`src/rtl/mul_div_unit_pkg.sv`:
```
// Shared types and operation-decode helpers for the iterative M-extension unit.
package mul_div_unit_pkg;

  typedef enum logic [2:0] {MUL, MULH, MULHSU, MULHU, DIV, DIVU, REM, REMU} mulDivOperation;

  typedef enum logic [1:0] {IDLE, CALC, FINISH, DONE} mdState;

  function automatic logic is_div(input mulDivOperation op);
    return op inside {DIV, DIVU, REM, REMU};
  endfunction

  function automatic logic a_signed(input mulDivOperation op);
    return op inside {MUL, MULH, MULHSU, DIV, REM};
  endfunction

  function automatic logic b_signed(input mulDivOperation op);
    return op inside {MUL, MULH, DIV, REM};
  endfunction

endpackage

```
`src/rtl/mul_div_step.sv`:
```
// One radix-2 iteration: shift-add multiply step or restoring-divide step.
// Purely combinational; accumulator is {high/remainder, low/multiplier-or-quotient}.
module mul_div_step #(
  parameter int XLEN = 32
) (
  input  logic [2*XLEN-1:0] acc_i,
  input  logic [XLEN-1:0]   opnd_i,
  input  logic              div_mode_i,
  output logic [2*XLEN-1:0] acc_o
);

  logic [XLEN-1:0] addend;
  logic [XLEN:0]   sum;
  logic [XLEN:0]   rem_sh;
  logic [XLEN:0]   diff;
  logic            q_bit;
  logic [XLEN-1:0] rem_new;

  always_comb begin
    addend  = acc_i[0] ? opnd_i : '0;
    sum     = {1'b0, acc_i[2*XLEN-1:XLEN]} + {1'b0, addend};
    rem_sh  = acc_i[2*XLEN-1:XLEN-1];
    diff    = rem_sh - {1'b0, opnd_i};
    // A clear borrow bit means the trial subtraction fits: keep it and set the quotient bit.
    q_bit   = ~diff[XLEN];
    rem_new = q_bit ? diff[XLEN-1:0] : rem_sh[XLEN-1:0];
    acc_o   = '0;
    if (div_mode_i) begin
      acc_o = {rem_new, acc_i[XLEN-2:0], q_bit};
    end else begin
      acc_o = {sum, acc_i[XLEN-1:1]};
    end
  end

endmodule

```
`src/rtl/mul_div_unit.sv`:
```
// Iterative RV M-extension execute unit (MUL*/DIV*/REM*), one bit per cycle.
// Result XLEN+2 cycles after accept (2 for divide special cases); start only taken while ready, kill aborts.
module mul_div_unit
  import mul_div_unit_pkg::*;
#(
  parameter int XLEN  = 32,
  parameter int TAG_W = 5
) (
  input  logic             clk,
  input  logic             reset,
  input  logic             start,
  input  logic [2:0]       op,
  input  logic [XLEN-1:0]  a,
  input  logic [XLEN-1:0]  b,
  input  logic [TAG_W-1:0] tag_in,
  input  logic             kill,
  output logic             ready,
  output logic             busy,
  output logic [XLEN-1:0]  result,
  output logic [TAG_W-1:0] tag_out,
  output logic             result_valid
);

  localparam int CNT_W = $clog2(XLEN);
  localparam logic [XLEN-1:0] MIN_NEG = {1'b1, {(XLEN-1){1'b0}}};
  localparam logic [CNT_W-1:0] LAST_CNT = CNT_W'(XLEN - 1);

  mdState            state_q, state_d;
  logic [CNT_W-1:0]  count_q, count_d;
  mulDivOperation    op_q, op_d;
  logic [TAG_W-1:0]  tag_q, tag_d;
  logic [2*XLEN-1:0] acc_q, acc_d;
  logic [XLEN-1:0]   opnd_q, opnd_d;
  logic              neg_q, neg_d;
  logic              rem_neg_q, rem_neg_d;
  logic [XLEN-1:0]   result_q, result_d;
  logic [TAG_W-1:0]  tag_out_q, tag_out_d;
  logic              result_valid_q, result_valid_d;

  mulDivOperation    op_in;
  logic              accept;
  logic              a_neg, b_neg;
  logic [XLEN-1:0]   a_mag, b_mag;
  logic [2*XLEN-1:0] step_acc;
  logic [2*XLEN-1:0] prod_fix;
  logic [XLEN-1:0]   quot_fix, rem_fix, fin_res;

  assign op_in  = mulDivOperation'(op);
  assign ready  = (state_q == IDLE) || (state_q == DONE);
  assign busy   = (state_q == CALC) || (state_q == FINISH);
  assign accept = start && ready && !kill;

  assign a_neg = a_signed(op_in) && a[XLEN-1];
  assign b_neg = b_signed(op_in) && b[XLEN-1];
  assign a_mag = a_neg ? -a : a;
  assign b_mag = b_neg ? -b : b;

  mul_div_step #(.XLEN(XLEN)) u_step (
    .acc_i      (acc_q),
    .opnd_i     (opnd_q),
    .div_mode_i (is_div(op_q)),
    .acc_o      (step_acc)
  );

  always_comb begin
    prod_fix = neg_q ? -acc_q : acc_q;
    quot_fix = neg_q ? -acc_q[XLEN-1:0] : acc_q[XLEN-1:0];
    rem_fix  = rem_neg_q ? -acc_q[2*XLEN-1:XLEN] : acc_q[2*XLEN-1:XLEN];
    case (op_q)
      MUL:                 fin_res = prod_fix[XLEN-1:0];
      MULH, MULHSU, MULHU: fin_res = prod_fix[2*XLEN-1:XLEN];
      DIV, DIVU:           fin_res = quot_fix;
      default:             fin_res = rem_fix;
    endcase
  end

  always_comb begin
    state_d        = state_q;
    count_d        = count_q;
    op_d           = op_q;
    tag_d          = tag_q;
    acc_d          = acc_q;
    opnd_d         = opnd_q;
    neg_d          = neg_q;
    rem_neg_d      = rem_neg_q;
    result_d       = result_q;
    tag_out_d      = tag_out_q;
    result_valid_d = 1'b0;

    case (state_q)
      CALC: begin
        acc_d   = step_acc;
        count_d = count_q + CNT_W'(1);
        if (count_q == LAST_CNT) state_d = FINISH;
      end
      FINISH: begin
        result_d       = fin_res;
        tag_out_d      = tag_q;
        result_valid_d = 1'b1;
        state_d        = DONE;
      end
      DONE:    state_d = IDLE;
      default: state_d = state_q;
    endcase

    if (accept) begin
      op_d      = op_in;
      tag_d     = tag_in;
      count_d   = '0;
      neg_d     = a_neg ^ b_neg;
      rem_neg_d = a_neg;
      opnd_d    = opnd_q;
      // Special cases preload the accumulator with the final answer and clear the sign fix.
      if (is_div(op_in) && (b == '0)) begin
        acc_d     = {a, {XLEN{1'b1}}};
        neg_d     = 1'b0;
        rem_neg_d = 1'b0;
        state_d   = FINISH;
      end else if (is_div(op_in) && b_signed(op_in) && (a == MIN_NEG) && (b == '1)) begin
        acc_d     = {{XLEN{1'b0}}, a};
        neg_d     = 1'b0;
        rem_neg_d = 1'b0;
        state_d   = FINISH;
      end else if (is_div(op_in)) begin
        acc_d   = {{XLEN{1'b0}}, a_mag};
        opnd_d  = b_mag;
        state_d = CALC;
      end else begin
        acc_d   = {{XLEN{1'b0}}, b_mag};
        opnd_d  = a_mag;
        state_d = CALC;
      end
    end

    if (kill) begin
      state_d        = IDLE;
      result_valid_d = 1'b0;
      result_d       = result_q;
      tag_out_d      = tag_out_q;
    end
  end

  always_ff @(posedge clk) begin
    if (reset) begin
      state_q        <= IDLE;
      count_q        <= '0;
      op_q           <= MUL;
      tag_q          <= '0;
      acc_q          <= '0;
      opnd_q         <= '0;
      neg_q          <= 1'b0;
      rem_neg_q      <= 1'b0;
      result_q       <= '0;
      tag_out_q      <= '0;
      result_valid_q <= 1'b0;
    end else begin
      state_q        <= state_d;
      count_q        <= count_d;
      op_q           <= op_d;
      tag_q          <= tag_d;
      acc_q          <= acc_d;
      opnd_q         <= opnd_d;
      neg_q          <= neg_d;
      rem_neg_q      <= rem_neg_d;
      result_q       <= result_d;
      tag_out_q      <= tag_out_d;
      result_valid_q <= result_valid_d;
    end
  end

  assign result       = result_q;
  assign tag_out      = tag_out_q;
  assign result_valid = result_valid_q;

endmodule
```
`config.mk`:
```
export PLATFORM = sky130hd
export DESIGN_NAME = mul_div_unit
export DESIGN_NICKNAME = d
export VERILOG_FILES = /design/src/rtl/mul_div_unit_pkg.sv /design/src/rtl/mul_div_step.sv /design/src/rtl/mul_div_unit.sv
export SDC_FILE = /design/constraint.sdc
export NUM_CORES = 1
export LEC_CHECK = 0
export CAP_MARGIN = 10
export CORE_MARGIN = 8
export CORE_UTILIZATION = 24
export CTS_BUF_LIST = sky130_fd_sc_hd__clkbuf_4
export DETAILED_ROUTE_END_ITERATION = 7
export PLACE_DENSITY = 0.45
export REMOVE_ABC_BUFFERS = 1
export SETUP_SLACK_MARGIN = 0.4
export SLEW_MARGIN = 20
export SYNTH_ARGS = -nofsm -noshare
export SYNTH_HDL_FRONTEND = slang
export SYNTH_SLANG_ARGS = --single-unit
```
`constraint.sdc`:
```
create_clock -name clk -period 3.9 [get_ports clk]
set_input_delay 1.17 -clock clk [delete_from_list [all_inputs] [get_ports clk]]
set_output_delay 1.17 -clock clk [all_outputs]
set_load 0.01 [all_outputs]
```
==> results.json <==
{
  "yosys_register_bits": 151,
  "placed_area_um2": 19000,
  "synth_ff_type": "dfxtp_1",
  "yosysWarnings": 0,
  "arrival_ps": 4150,
  "viasPerCell": 5.43,
  "synth_cells": 2127,
  "timing.hold.ws_ps": 467,
  "rsz0062_at_grt": "true",
  "cts_setup_buffers": 0,
  "cts_sinks": 151,
  "numCtsBuffers": 17,
  "cp_data_required_time_ps": 4570,
  "dr_total_vias": 17600,
  "grt_pass1_wl_um": 112000,
  "rr_startpoint": "acc_q[0]",
  "ant_nets": 0,
  "fmaxAchievable_mhz": 288,
  "critPathMaxStageDelay_ps": 600,
  "synth_edf_count": 0,
  "clockBufferDepth": 2,
  "ctsHtreeMaxLevel": 4,
  "num_rows": 92,
  "synth.distinct_cells": 82,
  "hold_buffers": 0,
  "reg2regPathDepth": 14,
  "io-pin-count": 116,
  "power_density_nw_per_um2": 280,
  "area_growth_pct": 29.2,
  "gp_congestion": 0.946,
  "rrSetupSlack_ps": 450,
  "wl_um": 76600,
  "drtIter0Drc": 1675,
  "grtUsageMet3_pct": 3.69,
  "peakVddDrop_uv": 206,
  "cp_top_family": "simple AND/OR/NAND/NOR gates",
  "crit_fanout": 6,
  "grtUsageMet1_pct": 27.9,
  "min_period_ps": 3470,
  "cts_tree": "done",
  "synth_area_um2": 15200,
  "antenna_found_initial": 4,
  "drive_gt1_share_pct": 16.9,
  "die_area_um2": 71500,
  "hp-start": "opnd_q[17]",
  "grt_max_degree": 85,
  "fin_tns_setup_ps": 0,
  "ys_seq_area_share_pct": 19.9,
  "crit_chain": "clkdlybuf4s50_1 -> or4_1 -> or3_1 -> buf_4 -> nor2_1 -> and2_1 -> buf_4 -> a31oi_1 -> xnor2_1 -> mux2i_1 -> mux2i_1 -> nor2_1",
  "fin_nets": 2539,
  "clock_skew_ps": 35.4,
  "insertion_delay_ps": 770,
  "overflow": 0,
  "drv_cap": 0,
  "holdPathStages": 2,
  "outcome": "completed",
  "port_buffers": 115,
  "critical_path_class": "in2reg",
  "start_util_pct": 24.2,
  "worst_setup_path_start_kind": "input pin",
  "path_clk_slew_ps": 170,
  "drc": 0,
  "design_area_um2": 19600,
  "first_pass_iters": 6,
  "finalSetupViolations": 0,
  "synth_area_per_cell_um2": 7.13,
  "grt_usage_pct": 20.8,
  "met2_usage_pct": 33.2,
  "leakage_nw": 7.68,
  "tightest_slew_ps": 1030,
  "grt_pass1_vias": 16900,
  "slew_headroom_pct": 31.3,
  "gr-max-usage-layer": "met2",
  "endpoint_kind": "flop",
  "post-route-period-util_pct": 89.0,
  "hold_end": "opnd_q[17]",
  "die_w_um": 267,
  "post-dp-hpwl_um": 60900,
  "die_h_um": 267,
  "holdCritPathClass": "reg2reg",
  "critPathBufInv": 3,
  "async_flop_share_pct": 0,
  "core-area_um2": 62700,
  "drv_slew": 0,
  "root_buffer": "clkbuf_4",
  "r2r-end": "acc_q[53]",
  "routedWlPerCell_um": 23.6,
  "fin_total_pwr_mw": 5.48,
  "crit_path_top_delay_cell": "or4_1",
  "final_hold_viol_count": 0
}
[cell usage in the layout (no fill, tap or decap), types with 76 or more instances in the layout]
master,netlist,final
a21oi_1,221,216
buf_4,2,273
clkdlybuf4s50_1,0,113
dfxtp_1,151,145
mux2i_1,77,76
nand2_1,211,209
nor2_1,239,234
o21ai_0,143,139
xnor2_1,103,103
xor2_1,91,91
[power breakdown]
part / switching, mW / leakage, nW / internal [mW] / total (mW)
clock: 0.774 / 0.156 / 0.406 / 1.18
combinational: 1.50 / 6.29 / 1.06 / 2.56
sequential: 0.108 / 1.23 / 1.63 / 1.74
total: 2.38 / 7.68 / 3.10 / 5.48
[how the worst max path moves through the flow]
stage                     cells past startpoint         end      from  slack (ps)
after floorplan                               6  state_q[0]     start        -550
after global placement                       11   acc_q[27]      a[2]        -510
after detailed placement                     11   acc_q[27]      a[2]        -600
after CTS                                    14   acc_q[52]  acc_q[0]         370
after global routing                         13   acc_q[58]  acc_q[0]         360
final                                        12  opnd_q[30]      b[6]         430
[cell usage after synthesis (8+ instances only)]
master	number	area [um2]
a2111oi_0	8	70.1
a211oi_1	40	300
a21o_1	31	233
a21oi_1	221	1110
a221oi_1	22	193
a222oi_1	8	80.1
a22oi_1	10	75.1
a31oi_1	25	156
and2_1	16	100
and3_1	11	68.8
buf_1	8	30.0
buf_2	12	60.1
clkbuf_1	135	507
dfxtp_1	151	3020
ha_1	76	951
inv_1	64	240
mux2_2	13	146
mux2i_1	77	771
nand2_1	211	792
nand2b_1	16	100
nand3_1	41	205
nand4_1	22	138
nor2_1	239	897
nor2b_1	12	75.1
nor3_1	44	220
nor4_1	21	131
o211ai_1	10	75.1
o21a_1	11	82.6
o21ai_0	143	716
o21bai_1	9	67.6
o221ai_1	23	201
o22ai_1	18	113
o31ai_1	32	240
o41ai_1	10	87.6
or3_1	28	175
or4_1	16	120
xnor2_1	103	902
xor2_1	91	797
[logic make-up after synthesis]
group,after synthesis,share of synthesized area (%)
AO/OA/AOI/OAI,686,29.0
XOR/XNOR,194,11.2
adder cells (fa/ha/maj),78,6.54
buffers and inverters,225,5.87
flip-flops,151,19.9
multiplexers,90,6.05
AND/OR/NAND/NOR,703,21.4
[repair_timing]
| item | 4_1_cts | 5_1_grt |
|---|---|---|
| pin swaps | 1 | 3 |
| endpoints found under the setup margin | 33 | 66 |
| resized for setup | 20 | 47 |
[worst min-delay path: cells and delay by family (launching register included)]
kind,cells,cell delay (ps)
flops,1,330
simple gates,1,50
compound gates,1,50
[stage by stage]
step                std cells  utilization (%)  setup slack, ps
CTS                      3243             30.9              366
floorplan                1967                -             -550
finish                   3247             31.2              429
global route             3247             31.2              359
detailed placement       3212             30.3             -601
global placement         3212             30.3             -510
[final cells by class]
cell class | instances | area (um2)
Tap cell | 846 | 1060
Multi-Input combinational cell | 1751 | 11500
Timing Repair Buffer | 399 | 3410
Sequential cell | 151 | 3030
Clock buffer | 18 | 135
Inverter | 65 | 244
Clock inverter | 13 | 161
Antenna cell | 4 | 10.0
Fill cell | 6843 | 43200
[state kept, by name, indices dropped and copies added, names as in the netlist]
register	count
neg_q	1
rem_neg_q	1
count_q	5
result	32
result_valid	1
opnd_q	32
op_q	3
state_q	2
acc_q	64
tag_out	5
tag_q	5
[routing by layer]
layer,up-vias,share of wire (%),wire [um]
met1,8515,44,33900
met2,734,45,34500
met4,0,3.4,2640
met5,-,0,0
li1,8256,-,-
met3,124,7.3,5610
No activity file was read; power rests on OpenSTA's default activity.
